`config.mk`:
```
export PLATFORM = sky130hd
export DESIGN_NAME = reorder_buffer_flat
export DESIGN_NICKNAME = d
export VERILOG_FILES = /design/src/rtl/reorder_buffer_if.sv /design/src/rtl/reorder_buffer.sv /design/src/flat_wrapper.sv
export SDC_FILE = /design/constraint.sdc
export NUM_CORES = 2
export LEC_CHECK = 0
export CAP_MARGIN = 40
export CELL_PAD_IN_SITES_DETAIL_PLACEMENT = 1
export CELL_PAD_IN_SITES_GLOBAL_PLACEMENT = 1
export CORE_MARGIN = 3
export CORE_UTILIZATION = 45
export DETAILED_ROUTE_END_ITERATION = 10
export PLACE_DENSITY = 0.83
export REMOVE_ABC_BUFFERS = 1
export SYNTH_ARGS = -nofsm -noshare
export SYNTH_HDL_FRONTEND = slang
export SYNTH_SLANG_ARGS = --single-unit
```
`constraint.sdc`:
```
create_clock -name clk -period 4.3 [get_ports clk]
set_input_delay 0.43 -clock clk [delete_from_list [all_inputs] [get_ports clk]]
set_output_delay 0.43 -clock clk [all_outputs]
set_load 0.02 [all_outputs]
```
`src/rtl/reorder_buffer_if.sv`:
```
// Reorder buffer interface: decoder issue port, common data bus, operand
// query port, and commit/flush outputs toward the regfile and fetch unit.
//
// Handshake: an issue is accepted on a rising clk edge when issue_valid=1 and
// rob_full=0; alloc_tag names the tag that accepted issue receives. The CDB,
// query and commit/flush paths have no backpressure: a CDB beat is taken on
// the edge it is valid, queries answer combinationally, and commit/flush
// outputs are one-cycle registered pulses.
interface reorder_buffer_if;
    // decoder issue port
    logic        issue_valid;
    logic [4:0]  issue_rd;
    logic        issue_is_branch;
    logic        issue_pred_taken;
    logic [3:0]  alloc_tag;
    logic        rob_full;

    // common data bus writeback
    logic        cdb_valid;
    logic [3:0]  cdb_tag;
    logic [31:0] cdb_value;
    logic        cdb_taken;
    logic [31:0] cdb_target;

    // operand forwarding queries
    logic [3:0]  query_tag1;
    logic [3:0]  query_tag2;
    logic        query_ready1;
    logic        query_ready2;
    logic [31:0] query_value1;
    logic [31:0] query_value2;

    // retirement and recovery
    logic [4:0]  commit_reg;
    logic [3:0]  commit_tag;
    logic [31:0] commit_value;
    logic        flush_out;
    logic [31:0] flush_pc;

    // pipeline side (decoder, execution units, regfile)
    modport master (
        output issue_valid, issue_rd, issue_is_branch, issue_pred_taken,
        input  alloc_tag, rob_full,
        output cdb_valid, cdb_tag, cdb_value, cdb_taken, cdb_target,
        output query_tag1, query_tag2,
        input  query_ready1, query_ready2, query_value1, query_value2,
        input  commit_reg, commit_tag, commit_value, flush_out, flush_pc
    );

    // reorder buffer side
    modport slave (
        input  issue_valid, issue_rd, issue_is_branch, issue_pred_taken,
        output alloc_tag, rob_full,
        input  cdb_valid, cdb_tag, cdb_value, cdb_taken, cdb_target,
        input  query_tag1, query_tag2,
        output query_ready1, query_ready2, query_value1, query_value2,
        output commit_reg, commit_tag, commit_value, flush_out, flush_pc
    );
endinterface

```
`src/rtl/reorder_buffer.sv`:
```
// 15-entry reorder buffer with in-order commit, CDB writeback, two operand
// forwarding query ports and branch mispredict recovery. Tags run 1..15;
// tag 0 means "no ROB tag", so storage slot 0 exists but is never allocated
// and therefore never reads as busy.
module reorder_buffer (
    input  logic             clk,
    input  logic             rst,
    reorder_buffer_if.slave  bus
);

    // per-entry state, indexed directly by tag (slot 0 stays idle)
    logic [15:0] r_busy;
    logic [15:0] r_ready;
    logic [15:0] r_is_branch;
    logic [15:0] r_pred_taken;
    logic [15:0] r_taken;
    logic [4:0]  r_rd     [16];
    logic [31:0] r_value  [16];
    logic [31:0] r_target [16];

    // queue control
    logic [3:0]  r_head;
    logic [3:0]  r_tail;
    logic [3:0]  r_count;
    logic        r_full;

    // registered retirement outputs
    logic [4:0]  r_commit_reg;
    logic [3:0]  r_commit_tag;
    logic [31:0] r_commit_value;
    logic        r_flush_out;
    logic [31:0] r_flush_pc;

    // decoded events for this edge
    logic        w_commit;
    logic        w_mispredict;
    logic        w_issue;
    logic        w_cdb_hit;
    logic [3:0]  w_count_next;

    // pointer increment that skips the reserved tag 0
    function automatic logic [3:0] f_next(input logic [3:0] p);
        return (p == 4'd15) ? 4'd1 : p + 4'd1;
    endfunction

    // Head commits only when its ready flag was set before this edge, so a
    // CDB beat to the head this cycle retires on the following edge.
    assign w_commit     = r_busy[r_head] & r_ready[r_head];
    assign w_mispredict = w_commit & r_is_branch[r_head]
                          & (r_taken[r_head] != r_pred_taken[r_head]);
    // Fullness is the registered flag, so a same-cycle commit does not
    // open a slot for this cycle's issue.
    assign w_issue      = bus.issue_valid & ~r_full;
    assign w_cdb_hit    = bus.cdb_valid & r_busy[bus.cdb_tag];
    assign w_count_next = r_count + (w_issue ? 4'd1 : 4'd0)
                                  - (w_commit ? 4'd1 : 4'd0);

    // entry storage: allocate at tail, write back from CDB, free at head
    always_ff @(posedge clk) begin
        if (rst || w_mispredict) begin
            r_busy       <= '0;
            r_ready      <= '0;
            r_is_branch  <= '0;
            r_pred_taken <= '0;
            r_taken      <= '0;
            for (int i = 0; i < 16; i++) begin
                r_rd[i]     <= '0;
                r_value[i]  <= '0;
                r_target[i] <= '0;
            end
        end else begin
            if (w_cdb_hit) begin
                r_value[bus.cdb_tag]  <= bus.cdb_value;
                r_taken[bus.cdb_tag]  <= bus.cdb_taken;
                r_target[bus.cdb_tag] <= bus.cdb_target;
                r_ready[bus.cdb_tag]  <= 1'b1;
            end
            // freeing after the CDB update keeps a freed slot not-ready
            if (w_commit) begin
                r_busy[r_head]  <= 1'b0;
                r_ready[r_head] <= 1'b0;
            end
            // tail is never busy when an issue is accepted, so this cannot
            // collide with the CDB or commit updates above
            if (w_issue) begin
                r_busy[r_tail]       <= 1'b1;
                r_ready[r_tail]      <= 1'b0;
                r_rd[r_tail]         <= bus.issue_rd;
                r_is_branch[r_tail]  <= bus.issue_is_branch;
                r_pred_taken[r_tail] <= bus.issue_pred_taken;
            end
        end
    end

    // pointers, occupancy and one-cycle commit/flush pulses
    always_ff @(posedge clk) begin
        if (rst) begin
            r_head         <= 4'd1;
            r_tail         <= 4'd1;
            r_count        <= 4'd0;
            r_full         <= 1'b0;
            r_commit_reg   <= '0;
            r_commit_tag   <= '0;
            r_commit_value <= '0;
            r_flush_out    <= 1'b0;
            r_flush_pc     <= '0;
        end else if (w_mispredict) begin
            // the branch itself retires; everything younger is squashed
            r_head         <= 4'd1;
            r_tail         <= 4'd1;
            r_count        <= 4'd0;
            r_full         <= 1'b0;
            r_commit_reg   <= '0;
            r_commit_tag   <= r_head;
            r_commit_value <= r_value[r_head];
            r_flush_out    <= 1'b1;
            r_flush_pc     <= r_target[r_head];
        end else begin
            r_commit_reg   <= '0;
            r_commit_tag   <= '0;
            r_commit_value <= '0;
            r_flush_out    <= 1'b0;
            r_flush_pc     <= '0;
            if (w_commit) begin
                // branches never write the register file
                r_commit_reg   <= r_is_branch[r_head] ? 5'd0 : r_rd[r_head];
                r_commit_tag   <= r_head;
                r_commit_value <= r_value[r_head];
                r_head         <= f_next(r_head);
            end
            if (w_issue) begin
                r_tail <= f_next(r_tail);
            end
            r_count <= w_count_next;
            r_full  <= (w_count_next == 4'd15);
        end
    end

    // operand query 1: stored value, then same-cycle CDB bypass, else not ready
    always_comb begin
        bus.query_ready1 = 1'b0;
        bus.query_value1 = '0;
        if (r_busy[bus.query_tag1] && r_ready[bus.query_tag1]) begin
            bus.query_ready1 = 1'b1;
            bus.query_value1 = r_value[bus.query_tag1];
        end else if (r_busy[bus.query_tag1] && bus.cdb_valid
                     && (bus.cdb_tag == bus.query_tag1)) begin
            bus.query_ready1 = 1'b1;
            bus.query_value1 = bus.cdb_value;
        end
    end

    // operand query 2: same priority as query 1
    always_comb begin
        bus.query_ready2 = 1'b0;
        bus.query_value2 = '0;
        if (r_busy[bus.query_tag2] && r_ready[bus.query_tag2]) begin
            bus.query_ready2 = 1'b1;
            bus.query_value2 = r_value[bus.query_tag2];
        end else if (r_busy[bus.query_tag2] && bus.cdb_valid
                     && (bus.cdb_tag == bus.query_tag2)) begin
            bus.query_ready2 = 1'b1;
            bus.query_value2 = bus.cdb_value;
        end
    end

    assign bus.alloc_tag    = r_tail;
    assign bus.rob_full     = r_full;
    assign bus.commit_reg   = r_commit_reg;
    assign bus.commit_tag   = r_commit_tag;
    assign bus.commit_value = r_commit_value;
    assign bus.flush_out    = r_flush_out;
    assign bus.flush_pc     = r_flush_pc;

endmodule

```
`src/flat_wrapper.sv`:
```
// flat-port wrapper written by rule: the top's interface ports become plain ports
module reorder_buffer_flat 
  (clk, rst, bus_issue_valid, bus_issue_rd, bus_issue_is_branch, bus_issue_pred_taken, bus_alloc_tag, bus_rob_full, bus_cdb_valid, bus_cdb_tag, bus_cdb_value, bus_cdb_taken, bus_cdb_target, bus_query_tag1, bus_query_tag2, bus_query_ready1, bus_query_ready2, bus_query_value1, bus_query_value2, bus_commit_reg, bus_commit_tag, bus_commit_value, bus_flush_out, bus_flush_pc);
  reorder_buffer_if bus_i ();
  input  logic clk;
  input  logic rst;
  input wire logic [$bits(bus_i.issue_valid)-1:0] bus_issue_valid;
  input wire logic [$bits(bus_i.issue_rd)-1:0] bus_issue_rd;
  input wire logic [$bits(bus_i.issue_is_branch)-1:0] bus_issue_is_branch;
  input wire logic [$bits(bus_i.issue_pred_taken)-1:0] bus_issue_pred_taken;
  output wire logic [$bits(bus_i.alloc_tag)-1:0] bus_alloc_tag;
  output wire logic [$bits(bus_i.rob_full)-1:0] bus_rob_full;
  input wire logic [$bits(bus_i.cdb_valid)-1:0] bus_cdb_valid;
  input wire logic [$bits(bus_i.cdb_tag)-1:0] bus_cdb_tag;
  input wire logic [$bits(bus_i.cdb_value)-1:0] bus_cdb_value;
  input wire logic [$bits(bus_i.cdb_taken)-1:0] bus_cdb_taken;
  input wire logic [$bits(bus_i.cdb_target)-1:0] bus_cdb_target;
  input wire logic [$bits(bus_i.query_tag1)-1:0] bus_query_tag1;
  input wire logic [$bits(bus_i.query_tag2)-1:0] bus_query_tag2;
  output wire logic [$bits(bus_i.query_ready1)-1:0] bus_query_ready1;
  output wire logic [$bits(bus_i.query_ready2)-1:0] bus_query_ready2;
  output wire logic [$bits(bus_i.query_value1)-1:0] bus_query_value1;
  output wire logic [$bits(bus_i.query_value2)-1:0] bus_query_value2;
  output wire logic [$bits(bus_i.commit_reg)-1:0] bus_commit_reg;
  output wire logic [$bits(bus_i.commit_tag)-1:0] bus_commit_tag;
  output wire logic [$bits(bus_i.commit_value)-1:0] bus_commit_value;
  output wire logic [$bits(bus_i.flush_out)-1:0] bus_flush_out;
  output wire logic [$bits(bus_i.flush_pc)-1:0] bus_flush_pc;
  assign bus_i.issue_valid = bus_issue_valid;
  assign bus_i.issue_rd = bus_issue_rd;
  assign bus_i.issue_is_branch = bus_issue_is_branch;
  assign bus_i.issue_pred_taken = bus_issue_pred_taken;
  assign bus_alloc_tag = bus_i.alloc_tag;
  assign bus_rob_full = bus_i.rob_full;
  assign bus_i.cdb_valid = bus_cdb_valid;
  assign bus_i.cdb_tag = bus_cdb_tag;
  assign bus_i.cdb_value = bus_cdb_value;
  assign bus_i.cdb_taken = bus_cdb_taken;
  assign bus_i.cdb_target = bus_cdb_target;
  assign bus_i.query_tag1 = bus_query_tag1;
  assign bus_i.query_tag2 = bus_query_tag2;
  assign bus_query_ready1 = bus_i.query_ready1;
  assign bus_query_ready2 = bus_i.query_ready2;
  assign bus_query_value1 = bus_i.query_value1;
  assign bus_query_value2 = bus_i.query_value2;
  assign bus_commit_reg = bus_i.commit_reg;
  assign bus_commit_tag = bus_i.commit_tag;
  assign bus_commit_value = bus_i.commit_value;
  assign bus_flush_out = bus_i.flush_out;
  assign bus_flush_pc = bus_i.flush_pc;
  reorder_buffer u_core (.clk(clk), .rst(rst), .bus(bus_i));
endmodule
```
=== Word-level counts from Yosys, hierarchy flattened ===
Memories as Yosys holds them, arrays and structs flattened. A register that Yosys moved wholly into a read port is not among the register bits.
Cells that the tools add are included.
W data, S select, Z words.

* Logic and storage cells: 137
* Memories: 3
* Bits of input ports: 88
* Flip-flop bits (word level): 130
* Memory bits (writable): 1,104
* Output and inout port bits: 145

* Add/sub/neg operators: 4
* Mux-type cells: 73
* Bitwise logic cells: 15
* $lt $le $gt $ge: 8
* Reductions and logical operators: 16
* Equal/unequal tests: 6

{| class="wikitable"
|+ Memory list
! name !! words !! bits a word !! rd ports !! clocked after Yosys merged registers in !! write ports !! line !! text
|-
| u_core.r_target || 16 || 32 || 1 || 1 || 16 || reorder_buffer.sv:19 || <nowiki>logic [31:0] r_target [16];</nowiki>
|-
| u_core.r_value || 16 || 32 || 3 || 1 || 16 || reorder_buffer.sv:18 || <nowiki>logic [31:0] r_value [16];</nowiki>
|-
| u_core.r_rd || 16 || 5 || 1 || 1 || 16 || reorder_buffer.sv:17 || <nowiki>logic [4:0] r_rd [16];</nowiki>
|}

{| class="wikitable"
|+ Operators by type and width
! kind !! count
|-
| $mux W32 || 8
|-
| $mux W16 || 8
|-
| $reduce_or A32 Y1 || 2
|-
| $and A16 B16 Y16 || 3
|-
| $bwmux W16 || 3
|-
| $bmux W1 S4 || 10
|-
| $mux W4 || 9
|-
| $not A16 Y16 || 2
|-
| $or A16 B16 Y16 || 2
|-
| $mux W1 || 31
|-
| $lt A4 B5 Y1 const B || 5
|-
| $demux W1 S4 || 3
|-
| $eq A4 B4 Y1 const B || 3
|-
| $ge A4 B1 Y1 const B || 3
|-
| $logic_and A1 B1 Y1 || 9
|-
| $add A4 B1 Y4 const B || 2
|-
| $eq A4 B4 Y1 || 2
|-
| $and A1 B1 Y1 || 5
|-
| $mux W5 || 1
|-
| $reduce_or A5 Y1 || 1
|-
| $add A4 B4 Y4 || 1
|-
| $reduce_or A2 Y1 || 2
|-
| $reduce_or A4 Y1 || 1
|-
| $sub A4 B4 Y4 || 1
|-
| other kinds (3) || 5
|}

=== Depth between registers and ports, before layout ===
* Depth after elaboration: 12
* Gate-level depth with buffers: 14
* Mapped depth without buffers: 11

=== Worst setup path after synthesis ===
No wires, ideal clock.

* Kind: register to register
* From: register u_core.r_head[0]
* To: memory u_core.r_target[11][0] (enable)
* Data required time: 3.867 ns
* Slack: 0.112 ns
* Cell stages (with the launch flop): 10
* Period minus slack after synthesis: 4.188 ns
* Data arrival time: 3.756 ns
* Path through: dfxtp_1 -> buf_4 -> buf_6 -> mux4_2 -> nand3_1 -> nand3_1 -> xnor2_2 -> o21ai_2 -> clkbuf_1 -> nand2b_1

{| class="wikitable"
|+ RTL lines
! item !! line !! text
|-
| start: declaration || reorder_buffer.sv:22 || <nowiki>logic [3:0] r_head;</nowiki>
|-
| start signal: assignment || reorder_buffer.sv:129 || <nowiki>r_head <= f_next(r_head);</nowiki>
|-
| end: declaration || reorder_buffer.sv:19 ||
|}

=== Final worst setup path ===
* From: register u_core.r_busy[15]
* To: output port bus_query_value1[19]

* Cells in the longest elaborated chain, start to end: 6
* Elaborated cells on any way between the ends: 7
* Classes of those cells: mux: 4; reduce/logical: 3

{| class="wikitable"
|+ Ends and longest elaborated chain
! item !! line !! text
|-
| start: declaration || reorder_buffer.sv:12 || <nowiki>logic [15:0] r_busy;</nowiki>
|-
| start signal: assignment || reorder_buffer.sv:61 || <nowiki>r_busy <= '0;</nowiki>
|-
| start signal: indexed assignment || reorder_buffer.sv:80 || <nowiki>r_busy[r_head] <= 1'b0;</nowiki>
|-
| start signal: indexed assignment || reorder_buffer.sv:86 || <nowiki>r_busy[r_tail] <= 1'b1;</nowiki>
|-
| $bmux W1 S4 (*) || reorder_buffer.sv:143, reorder_buffer.sv:146 ||
|-
| $mux W1 (not written as such) (*) || reorder_buffer.sv:143, reorder_buffer.sv:146 ||
|-
| $logic_and A1 B1 Y1 || reorder_buffer.sv:146 || <nowiki>end else if (r_busy[bus.query_tag1] && bus.cdb_valid</nowiki>
|-
| $logic_and A1 B1 Y1 || reorder_buffer.sv:147 || <nowiki>&& (bus.cdb_tag == bus.query_tag1)) begin</nowiki>
|-
| $mux W32 || reorder_buffer.sv:146 ||
|-
| $mux W32 (*) || reorder_buffer.sv:143 || <nowiki>if (r_busy[bus.query_tag1] && r_ready[bus.query_tag1]) begin</nowiki>
|-
| end: declaration || flat_wrapper.sv:22 || <nowiki>output wire logic [$bits(bus_i.query_value1)-1:0] bus_query_value1;</nowiki>
|}

Every way passes the cells marked *; elsewhere a longest branch is shown, timed or not. The select of a mux whose other input is x is not followed.

==> out/qor.yml <==
layout_min_cycle_time_ns: 4.24
drv_cap: 0
dpl_cell_area_mm2: 0.0691
die_h_um: 382
path_class: "reg -> out"
vias_per_cell: 6.81
internal_power_mw: 21.5
rsz0062_at_grt: "no"
yosysUniqueCellTypes: 48
antenna_found_initial: 15
fin_crit_sh: 0.985
setup_violations: 0
die_w_um: 382
synth-edff-count: 1104
stdcell_area_mm2: 0.0736
fp.dieArea_mm2: 0.146
clk_pin_slew_ns: 0.07
drt_wl_total_um: 228000
clock_latency_ns: 0.83
nFillCells: 13270
worstMarginPinSlew_ns: 1.07
cts_buffer_depth: 3
slew_violations: 0
p_leak_nw: 23.7
p_seq_frac: 0.494
wl_per_cell_um: 34.7
fin_nets: 4658
worstPathRequired_ns: 3.87
vias: 44626
p_sw_frac: 0.242
rr_worst_depth: 8
clock-sinks: 1275
ys.flop_type: "edfxtp_1"
vdd_drop_max_uv: 326
root_buffer: "clkbuf_16"
fin_skew_ns: 0.0530
hold_path.class: "in -> reg"
finalSetupTns_ns: 0
ys_warn_count: 0
synthArstFlopShare: 0
final_common_cell: "edfxtp_1"
fin_ws_ns: 0.0633
drc: 0
fmax_mhz: 236
syn_area_per_cell_um2: 14.5
min_delay_path_depth: 3
clkPwrFrac: 0.428
initial_core_util: 0.455
hold_buffers: 0
port_buffers: 232
post_cts_buffers: 0
cts_tree: "built"
grt_start_max_net_pins: 131
grt_util_all_layers: 0.310
postRouteAntennaNets: 0
cp.arrival_ns: 3.81
core_area_mm2: 0.140
reg_top3: "u_core.r_target (512), u_core.r_value (512), u_core.r_rd (80)"
placed_cells: 6292
overflow: 0
max-slew-margin-rel: 0.284
rows: 137
drive_above_1_share: 0.247
gp_congestion: 0.908
syn_inst: 4385
cellPowerDensity_mw_per_mm2: 386
drt_iter0_markers: 6341
final_cell_mix: "edfxtp_1 (1104), nor2_1 (1031), mux4_2 (707)"
status: "complete, no violations"
yosysSeqAreaShare: 0.575
pwr-share-comb: 0.078
cts_resized: 0
cp-end-kind: "output port"
final-hold-violation-count: 0
yosys_register_bits: 1275
cts_made_buffers: 139
syn_to_final_growth_pct: 15.8
dp_hpwl_um: 138000
pre_cts_ws_ns: 0.455
grt_pass1_vias: 47103
ioPinCount: 233
drt-pass1-iter-count: 5
htree_levels: 4
grt_first_pass_wirelength_um: 329000
whs_ns: 0.364
cp_max_fo: 13
fin_cells: 6557
mappedNetlistArea_mm2: 0.0636
startpoint_type: "flip-flop"
p_switching_mw: 6.87
-- worst paths after layout --
kind                                          from                   end  slack [ns]
worst max register to register    u_core.r_head[2]     u_core.r_ready[7]        0.26
worst min-delay path                           rst      u_core.r_head[1]        0.36
worst min register to register  u_core.r_taken[11]    u_core.r_taken[11]        0.47
worst max-delay path             u_core.r_busy[15]  bus_query_value1[19]        0.06
-- per-layer routing --
layer,global-route usage,wire (µm),up-vias
li1,-,-,17142
met1,0.389,77500,23163
met2,0.497,109000,3502
met3,0.0822,27400,805
met4,0.164,13400,14
met5,0,90,-
-- synthesized netlist by cell type, types with 11 or more instances --
cell | instances | area, µm²
ha_1 | 12 | 150
nand2_1 | 343 | 1290
buf_2 | 147 | 736
mux2i_1 | 23 | 230
nand3_1 | 11 | 55.1
clkbuf_1 | 201 | 754
a21oi_1 | 49 | 245
nor2_1 | 1035 | 3880
buf_1 | 32 | 120
a32o_1 | 64 | 641
edfxtp_1 | 1104 | 33200
nor2b_1 | 182 | 1140
nor3_1 | 104 | 521
inv_1 | 15 | 56.3
dfxtp_1 | 171 | 3420
nand2b_1 | 11 | 68.8
or2_1 | 25 | 156
o21ai_0 | 45 | 225
nor3b_1 | 35 | 263
mux4_2 | 707 | 15900
-- power groups by stage --
stage | sequential (mW) | combinational, mW | clock, mW
after floorplan | 14.2 | 1.13 | 0
after global placement | 14.2 | 2.11 | 0
after detailed placement | 14.3 | 2.17 | 0
after CTS | 14.0 | 2.19 | 12.2
after global routing | 14.1 | 2.29 | 12.7
final | 14.0 | 2.23 | 12.2
-- worst max-delay path, stage by stage (launching register included) --
cell and delay, ns:
dfxtp_1 0.41, mux4_2 0.51, mux4_2 0.67, nand4_1 0.23, nor2_4 0.08, buf_4 0.22
a32o_1 0.29, clkdlybuf4s50_1 0.57
-- cells by family after synthesis --
kind of cell / Yosys count / share of synthesized area
muxes: 734 / 0.255
buffers and inverters: 400 / 0.0268
and+or+nand+nor: 1768 / 0.118
AOI/OAI and AO/OA: 180 / 0.0205
xor gates and xnor gates: 15 / 0.00218
DFF: 1275 / 0.575
adders and majority gates: 13 / 0.00268
-- final cells by class --
class                      instances  area [µm²]  area share
timing repair buffer             415        4620      0.0627
multi-input combinational       2710       25400       0.346
antenna                            7        17.5    0.000238
tap                             1876        2350      0.0319
clock inverter                    66         762      0.0103
inverter                          16        61.3    0.000833
sequential                      1275       36600       0.497
clock buffer                     192        3790      0.0515
-- metrics by stage --
stage	utilization	power, mW
after floorplan	-	15.3
after global placement	0.492	16.3
after detailed placement	0.494	16.4
after CTS	0.526	28.4
after global routing	0.526	29.1
final	0.526	28.4
Power figures use the tool's default switching activity.
